File: config.mk
export PLATFORM = sky130hd
export DESIGN_NAME = mc_control_unit
export DESIGN_NICKNAME = d
export VERILOG_FILES = /design/src/rtl/mc_control_unit.sv
export SDC_FILE = /design/constraint.sdc
export NUM_CORES = 1
export LEC_CHECK = 0
export CAP_MARGIN = 30
export CELL_PAD_IN_SITES_DETAIL_PLACEMENT = 0
export CELL_PAD_IN_SITES_GLOBAL_PLACEMENT = 1
export CORE_MARGIN = 4
export CORE_UTILIZATION = 38
export CTS_CLUSTER_SIZE = 14
export DETAILED_ROUTE_END_ITERATION = 10
export GPL_ROUTABILITY_DRIVEN = 0
export GPL_TIMING_DRIVEN = 1
export MAX_ROUTING_LAYER = met4
export PLACE_DENSITY_LB_ADDON = 0.1
export SLEW_MARGIN = 30
export SYNTH_ARGS = -nofsm -noshare
export SYNTH_HDL_FRONTEND = slang
export SYNTH_SLANG_ARGS = --single-unit
File: constraint.sdc
create_clock -name clk -period 5 [get_ports clk]
set_input_delay 1.5 -clock clk [delete_from_list [all_inputs] [get_ports clk]]
set_output_delay 1.5 -clock clk [all_outputs]
set_load 0.05 [all_outputs]
File: src/rtl/mc_control_unit.sv
// Multi-cycle MIPS control FSM with memory wait-state handshake, optional bne/addi/j,
// sticky illegal-instruction trap and retired-instruction counter.
module mc_control_unit #(
  parameter bit          HAS_BNE  = 1'b1,
  parameter bit          HAS_ADDI = 1'b1,
  parameter bit          HAS_J    = 1'b1,
  parameter int unsigned CNT_W    = 32
) (
  input  logic             clk,
  input  logic             reset,
  input  logic [5:0]       op,
  input  logic [5:0]       funct,
  input  logic             zero,
  input  logic             mem_ready,
  output logic             mem_req,
  output logic             memwrite,
  output logic             pcen,
  output logic             irwrite,
  output logic             regwrite,
  output logic             alusrca,
  output logic             iord,
  output logic             memtoreg,
  output logic             regdst,
  output logic [1:0]       alusrcb,
  output logic [1:0]       pcsrc,
  output logic [2:0]       alucontrol,
  output logic             trap,
  output logic [CNT_W-1:0] instret
);

  localparam logic [5:0] OpR    = 6'b000000;
  localparam logic [5:0] OpLw   = 6'b100011;
  localparam logic [5:0] OpSw   = 6'b101011;
  localparam logic [5:0] OpBeq  = 6'b000100;
  localparam logic [5:0] OpBne  = 6'b000101;
  localparam logic [5:0] OpAddi = 6'b001000;
  localparam logic [5:0] OpJ    = 6'b000010;

  localparam logic [2:0] AluAdd = 3'b010;
  localparam logic [2:0] AluSub = 3'b110;
  localparam logic [2:0] AluAnd = 3'b000;
  localparam logic [2:0] AluOr  = 3'b001;
  localparam logic [2:0] AluSlt = 3'b111;

  typedef enum logic [3:0] {
    StFetch, StDecode, StMemAdr, StMemRd, StMemWb, StMemWr, StExec, StAluWb,
    StBeq, StBne, StAddiEx, StAddiWb, StJump, StHalt
  } state_e;

  state_e           state_q, state_d;
  logic             trap_q;
  logic [CNT_W-1:0] instret_q;
  logic             retire;

  always_ff @(posedge clk or negedge reset) begin
    if (!reset) begin
      state_q   <= StFetch;
      trap_q    <= 1'b0;
      instret_q <= '0;
    end else begin
      state_q <= state_d;
      if (state_d == StHalt) trap_q <= 1'b1;
      if (retire) instret_q <= instret_q + CNT_W'(1);
    end
  end

  always_comb begin
    state_d    = state_q;
    retire     = 1'b0;
    mem_req    = 1'b0;
    memwrite   = 1'b0;
    pcen       = 1'b0;
    irwrite    = 1'b0;
    regwrite   = 1'b0;
    alusrca    = 1'b0;
    iord       = 1'b0;
    memtoreg   = 1'b0;
    regdst     = 1'b0;
    alusrcb    = 2'b00;
    pcsrc      = 2'b00;
    alucontrol = 3'b000;
    unique case (state_q)
      StFetch: begin
        mem_req    = 1'b1;
        alusrcb    = 2'b01;
        alucontrol = AluAdd;
        irwrite    = mem_ready;
        pcen       = mem_ready;
        if (mem_ready) state_d = StDecode;
      end
      StDecode: begin
        alusrcb    = 2'b11;
        alucontrol = AluAdd;
        case (op)
          OpLw, OpSw: state_d = StMemAdr;
          OpR:        state_d = StExec;
          OpBeq:      state_d = StBeq;
          OpBne:      state_d = HAS_BNE  ? StBne    : StHalt;
          OpAddi:     state_d = HAS_ADDI ? StAddiEx : StHalt;
          OpJ:        state_d = HAS_J    ? StJump   : StHalt;
          default:    state_d = StHalt;
        endcase
      end
      StMemAdr: begin
        alusrca    = 1'b1;
        alusrcb    = 2'b10;
        alucontrol = AluAdd;
        if (op == OpLw)      state_d = StMemRd;
        else if (op == OpSw) state_d = StMemWr;
        else                 state_d = StHalt;
      end
      StMemRd: begin
        mem_req = 1'b1;
        iord    = 1'b1;
        if (mem_ready) state_d = StMemWb;
      end
      StMemWb: begin
        memtoreg = 1'b1;
        regwrite = 1'b1;
        retire   = 1'b1;
        state_d  = StFetch;
      end
      StMemWr: begin
        // Write strobe stays up through every wait cycle until memory accepts it.
        mem_req  = 1'b1;
        iord     = 1'b1;
        memwrite = 1'b1;
        if (mem_ready) begin
          retire  = 1'b1;
          state_d = StFetch;
        end
      end
      StExec: begin
        alusrca = 1'b1;
        state_d = StAluWb;
        case (funct)
          6'b100000: alucontrol = AluAdd;
          6'b100010: alucontrol = AluSub;
          6'b100100: alucontrol = AluAnd;
          6'b100101: alucontrol = AluOr;
          6'b101010: alucontrol = AluSlt;
          default:   state_d    = StHalt;
        endcase
      end
      StAluWb: begin
        regdst   = 1'b1;
        regwrite = 1'b1;
        retire   = 1'b1;
        state_d  = StFetch;
      end
      StBeq, StBne: begin
        alusrca    = 1'b1;
        alucontrol = AluSub;
        pcsrc      = 2'b01;
        pcen       = (state_q == StBeq) ? zero : !zero;
        retire     = 1'b1;
        state_d    = StFetch;
      end
      StAddiEx: begin
        alusrca    = 1'b1;
        alusrcb    = 2'b10;
        alucontrol = AluAdd;
        state_d    = StAddiWb;
      end
      StAddiWb: begin
        regwrite = 1'b1;
        retire   = 1'b1;
        state_d  = StFetch;
      end
      StJump: begin
        pcsrc   = 2'b10;
        pcen    = 1'b1;
        retire  = 1'b1;
        state_d = StFetch;
      end
      StHalt: state_d = StHalt;
      default: state_d = StHalt;
    endcase
    // Strobes are masked combinationally so an in-flight access dies with the reset edge.
    if (!reset) begin
      mem_req    = 1'b0;
      memwrite   = 1'b0;
      pcen       = 1'b0;
      irwrite    = 1'b0;
      regwrite   = 1'b0;
      alusrca    = 1'b0;
      iord       = 1'b0;
      memtoreg   = 1'b0;
      regdst     = 1'b0;
      alusrcb    = 2'b00;
      pcsrc      = 2'b00;
      alucontrol = 3'b000;
    end
  end

  assign trap    = trap_q;
  assign instret = instret_q;

endmodule
==> out/qor.yml, run 1 <==
clock_network:
  post_cts.repair.setup_buffers: 0
  path_clk_slew_ps: 70
  cts_resized: 0
  clk_latency_ps: 290
  htree_levels: 2
  cts_tree: "yes"
  cts_buffer_depth: 2
  cts-root-buf: "clkbuf_8"
  cts_buffers: 5
  cts_hold_buf: 0
  clkSinkCount: 37
finish:
  nNetsFinal: 316
  diodes: 0
  area_growth_pct: 37.1
  design_area_mm2: 0.00308
  drive_gt1_share_pct: 13.7
  final_cells: 372
route:
  wl_um: 5390
  dr.pass1.iters: 4
  vias_per_cell: 5.27
  vias: 1961
  wire_per_inst_um: 14.5
  drt_iter0_markers: 65
  drtAntennaViolNets: 0
  route.detailed.drc: 0
synth:
  ys_warn_count: 0
  synth_cell_type_count: 49
  synth_cells: 237
  yosysSeqAreaShare_pct: 41.2
  synth-async-reset-ratio_pct: 100
  syn_nets: 254
  synth_edf_count: 0
  ys_top_cells_by_count: "37 x dfrtp_1, 20 x xnor2_1, 19 x nor2_1, 17 x nand2_1, 15 x nand3_1"
  ys_top_cells_by_area: "dfrtp_1 41%, xnor2_1 7.8%, xor2_1 5.1%"
  netlist_area_mm2: 0.00225
  synth_seq_cells: 37
  ys.flop_type: "dfrtp_1"
  synth_area_per_cell_um2: 9.49
  yosysMostFrequentCell: "dfrtp_1"
  synth_area_leader_cell: "dfrtp_1"
  synth_top_area_share_pct: 41.2
grt:
  grtUsageTotal_pct: 16.1
  grt_pass1_wl_um: 9440
  grt_start_max_net_pins: 44
  antenna_found_initial: 0
  grt_overflow: 0
  grt_pass1_vias: 1949
worst_hold_path:
  whs_path_depth: 1
  hold_class: "flip-flop to flip-flop"
  hold_end: "instret[31]"
  min_from: "instret[31]"
flow_run:
  maxCapViolations: 0
timing:
  max_freq_mhz: 220
  drv_slew: 0
  worst_pin_slew_ps: 655
  max_slew_margin_pct: 56.3
  finalCriticalPeriod_ps: 4540
  finalSetupViolations: 0
  skew_ps: 6.38
  tns_ps: 0
  rsz0062_at_grt: "no"
  period_share_pct: 90.7
  hold_violations: 0
die:
  io_pins: 65
  die_w_um: 84.9
  fp-row-count: 27
  die_area_mm2: 0.00721
  core_area_mm2: 0.00561
  initial_utilization_pct: 40.1
  dieHeight_um: 84.9
outcome:
  run_status: "complete, no violations"
power_and_ir_drop:
  power_mw: 1.25
  powerDensity_mw_per_mm2: 405
  vdd_drop_max_mv: 0.385
  p_leak_nw: 1.21
worst_setup_path:
  cp-end-kind: "output port"
  worstSetupPathType: "input pin to output port"
  r2r_cells: 5
  startpoint_type: "input pin"
  crit_required_ps: 3500
  cp.arrival_ps: 3040
  r2r_slack_ps: 2690
  reg2reg_from: "state_q[3]"
  worstPathMaxFanout: 2
  r2r_end: "instret[31]"
placement:
  io_buffers: 64
  dp_hpwl_um: 3890
  placed_cells: 364
  place_area_mm2: 0.00298
==> how the worst max path moves through the flow <==
stage          startpoint            end  slack, ps
3_5_place_dp     funct[4]  alucontrol[2]        470
3_3_place_gp     funct[4]  alucontrol[2]        480
5_1_grt          funct[4]  alucontrol[2]        360
4_1_cts          funct[4]  alucontrol[2]        460
2_1_floorplan       reset           iord        410
6_report         funct[4]  alucontrol[2]        460
==> worst max-delay path: stages <==
cell and delay (ps):
clkdlybuf4s50_1 410, or4b_2 690, o22ai_1 250, buf_12 180
==> layout make-up <==
type | instances | area (um^2)
Clock buffer | 7 | 96.3
Clock inverter | 1 | 5.00
Fill cell | 560 | 2520
Inverter | 5 | 18.8
Multi-Input combinational cell | 184 | 1250
Sequential cell | 37 | 926
Tap cell | 72 | 90.1
Timing Repair Buffer | 66 | 698
==> layout by cell type, fill, tap and decap left out, types with 3 or more instances in the layout <==
| master | n |
|---|---|
| o21ai_0 | 8 |
| nand2_1 | 17 |
| nand2b_1 | 6 |
| nand3b_1 | 3 |
| o211ai_1 | 4 |
| nor3_1 | 9 |
| nor3b_1 | 3 |
| buf_12 | 7 |
| and2_1 | 4 |
| and4_1 | 4 |
| inv_1 | 5 |
| buf_4 | 11 |
| nand4_1 | 7 |
| clkdlybuf4s50_1 | 47 |
| xnor2_1 | 20 |
| clkbuf_8 | 7 |
| nand3_1 | 15 |
| xor2_1 | 13 |
| nor2_1 | 19 |
| and3_1 | 9 |
| dfrtp_1 | 37 |
| a21oi_1 | 6 |
| nor3_2 | 3 |
==> routing by layer <==
layer	part of all wire, %	vias up	GRT usage [%]	routed length, um
li1	-	973	-	-
met1	49	938	22.4	2660
met2	45	44	23.8	2420
met3	4.8	6	3.40	257
met4	1.1	0	3.88	57
met5	0	-	-	0
==> registers in the layout (all words and copies together), names as in the netlist <==
name,count
trap,1
state_q,4
instret,32
==> cells by family (layout without fill, tap and decap cells) <==
group,count (synthesis),after routing,synth area share [%]
flops,37,37,41.2
compound gates,31,31,9.23
simple gates,116,116,31.5
xor+xnor,33,33,12.8
mux,2,2,0.945
buf+inv,16,79,3.28
fa+ha+maj,2,2,1.00
==> through the flow <==
step                setup slack (ps)  utilization [%]  hold WS (ps)
floorplan                        411                -           692
global route                     362             55.0           489
finish                           463             55.0           468
CTS                              463             55.0           475
detailed placement               472             53.2           461
global placement                 480             53.2           456
==> where the power goes <==
| group | internal (mW) | switching (mW) | total (mW) | leakage [nW] |
|---|---|---|---|---|
| Clock | 0.125 | 0.103 | 0.227 | 0.0542 |
| Sequential | 0.341 | 0.0755 | 0.416 | 0.444 |
| Combinational | 0.229 | 0.378 | 0.607 | 0.709 |
(Power assumes the default switching activity.)
==> run 2: changes to the inputs <==
--- a/config.mk
+++ b/config.mk
@@ -5,11 +5,10 @@
 export SDC_FILE = /design/constraint.sdc
 export NUM_CORES = 1
 export LEC_CHECK = 0
-export CAP_MARGIN = 30
 export CELL_PAD_IN_SITES_DETAIL_PLACEMENT = 0
 export CELL_PAD_IN_SITES_GLOBAL_PLACEMENT = 1
 export CORE_MARGIN = 4
-export CORE_UTILIZATION = 38
+export CORE_UTILIZATION = 36
 export CTS_CLUSTER_SIZE = 14
 export DETAILED_ROUTE_END_ITERATION = 10
 export GPL_ROUTABILITY_DRIVEN = 0
==> constraint.sdc (replaced) <==
create_clock -name clk -period 4.45 [get_ports clk]
set_input_delay 1.335 -clock clk [delete_from_list [all_inputs] [get_ports clk]]
set_output_delay 1.335 -clock clk [all_outputs]
set_load 0.05 [all_outputs]
==> out/qor.yml, run 2 (same netlist as run 1, synthesis figures left out) <==
outcome:
  run_status: "complete, no violations"
worst_setup_path:
  r2r_slack_ps: 2180  # -510 ps
  worstPathMaxFanout: 2  # unchanged
  path_cells: "clkdlybuf4s50_1 > or4b_2 > o22ai_1 > buf_12"
  cp_slowest_cell: "or4b_2"
  critPathLaunch: "funct[4]"
  critPathCapture: "alucontrol[2]"
  r2r_cells: 6  # +1
  critPathTopFamily: "simple AND/OR/NAND/NOR gates"
  worstSetupPathType: "input pin to output port"
  path_buf_inv: 2  # unchanged
  critical-path-max-stage-delay_ps: 700  # about the same
  crit_required_ps: 3120  # -380 ps
  r2r_end: "instret[28]"
  cp.arrival_ps: 2880  # -160 ps
  path_depth: 4  # unchanged
  reg2reg_from: "state_q[0]"
  startpoint_type: "input pin"
  cp-end-kind: "output port"
timing:
  drv_slew: 0  # unchanged
  period_share_pct: 94.7
  hold_violations: 0  # unchanged
  skew_ps: 2.44  # -3.94 ps
  worst_pin_slew_ps: 568  # -86.7 ps
  max_freq_mhz: 237
  finalSetupViolations: 0  # unchanged
  finalCriticalPeriod_ps: 4210
  max_slew_margin_pct: 62.0  # +5.7 points
  rsz0062_at_grt: "no"
  tns_ps: 0  # unchanged
power_and_ir_drop:
  powerDensity_mw_per_mm2: 449  # +11%
  swShare_pct: 43.9  # -0.63 points
  p_switching_mw: 0.633  # +14%
  p_leak_nw: 1.24  # +3.1%
  vdd_drop_max_mv: 0.450  # +17%
  power_frac_comb_pct: 52.0  # +3.5 points
  p_clk_share_pct: 16.3  # -1.9 points
  p_int_mw: 0.811  # +17%
  seqPwrFrac_pct: 31.7  # -1.6 points
finish:
  diodes: 0  # unchanged
  layout_commonest_cell: "clkdlybuf4s50_1"
  final_cell_mix: "47 x clkdlybuf4s50_1, 37 x dfrtp_1, 20 x xnor2_1, 19 x nor2_1, 17 x nand2_1"
  area_growth_pct: 42.9
  design_area_mm2: 0.00322  # +4.3%
  drive_gt1_share_pct: 14.2  # +0.52 points
  largest_reg_flops: 32  # unchanged
  nNetsFinal: 320  # +1.3%
grt:
  grtUsageTotal_pct: 16.2  # +0.11 points
  grt_pass1_vias: 1972  # +1.2%
  grt_start_max_net_pins: 28  # -36%
  antenna_found_initial: 0  # unchanged
  grt_pass1_wl_um: 9650  # +2.2%
  grt_overflow: 0  # unchanged
route:
  route.detailed.drc: 0  # unchanged
  drt_iter0_markers: 111  # +71%
  vias_per_cell: 5.23  # -0.78%
  wl_um: 5530  # +2.6%
  vias: 1977  # +0.82%
  drtAntennaViolNets: 0  # unchanged
  wire_per_inst_um: 14.6  # +0.99%
  dr.pass1.iters: 4  # unchanged
worst_hold_path:
  hold_class: "flip-flop to flip-flop"
  min_from: "instret[31]"
clock_network:
  cts-root-buf: "clkbuf_8"
  cts_hold_buf: 0  # unchanged
  clkSinkCount: 37  # unchanged
  cts_buffer_depth: 2  # unchanged
  cts_buffers: 5  # unchanged
  cts_resized: 0  # unchanged
  path_clk_slew_ps: 70  # about the same
  clk_latency_ps: 280  # about the same
  cts_tree: "yes"
  post_cts.repair.setup_buffers: 0  # unchanged
  htree_levels: 2  # unchanged
die:
  die_w_um: 87.1  # +2.5%
  initial_utilization_pct: 37.6  # -2.6 points
  fp-row-count: 28  # +3.7%
  dieHeight_um: 87.1  # +2.5%
  core_area_mm2: 0.00599  # +6.8%
  die_area_mm2: 0.00758  # +5.0%
  io_pins: 65  # unchanged
placement:
  io_buffers: 64  # unchanged
  place_area_mm2: 0.00313  # +4.9%
  dp_hpwl_um: 4120  # +5.7%
flow_run:
  maxCapViolations: 0  # unchanged
==> run 2: layout make-up <==
cell class / instances / area (um^2)
Fill cell: 562 / 2780
Multi-Input combinational cell: 184 / 1250
Sequential cell: 37 / 926
Timing Repair Buffer: 70 / 841
Tap cell: 75 / 93.8
Clock buffer: 7 / 86.3
Inverter: 5 / 18.8
==> run 2: power groups by stage <==
stage                     registers, mW  logic [mW]  clock network [mW]
after CTS                         0.457       0.754               0.242
after global routing              0.469       0.801               0.259
after floorplan                   0.545       0.378                   0
final                             0.459       0.751               0.235
after global placement            0.466       0.753                   0
after detailed placement          0.462       0.752                   0
==> run 2: metrics by stage <==
stage          hold WS (ps)  util [%]  setup WS (ps)  cells  total power [mW]
3_3_place_gp            456      52.2            262    371              1.22
3_5_place_dp            467      52.2            244    371              1.21
5_1_grt                 500      53.7            189    378              1.53
2_1_floorplan           692         -            191    237             0.923
6_report                475      53.7            235    378              1.44
4_1_cts                 479      53.7            233    378              1.45
==> run 2: how the worst min path moves through the flow <==
| stage | endpoint | depth (start not counted) |
|---|---|---|
| final | instret[31] | 1 |
| after global routing | instret[31] | 1 |
| after CTS | instret[31] | 1 |
| after detailed placement | trap | 1 |
| after global placement | instret[31] | 1 |
| after floorplan | instret[2] | 3 |
==> run 2: layer usage <==
| layer | wire length, um | global-route usage, % |
|---|---|---|
| met5 | 0 | - |
| met4 | 27 | 2.97 |
| met3 | 274 | 3.03 |
| met2 | 2370 | 23.9 |
| met1 | 2860 | 23.2 |
==> run 2: worst reg2reg max path: cells and delay by family, from the launching register on <==
kind                      cells  cell delay, ps
and+or+nand+nor               4            1230
DFF                           1             640
buffers and inverters         1             180
xor gates and xnor gates      1             170
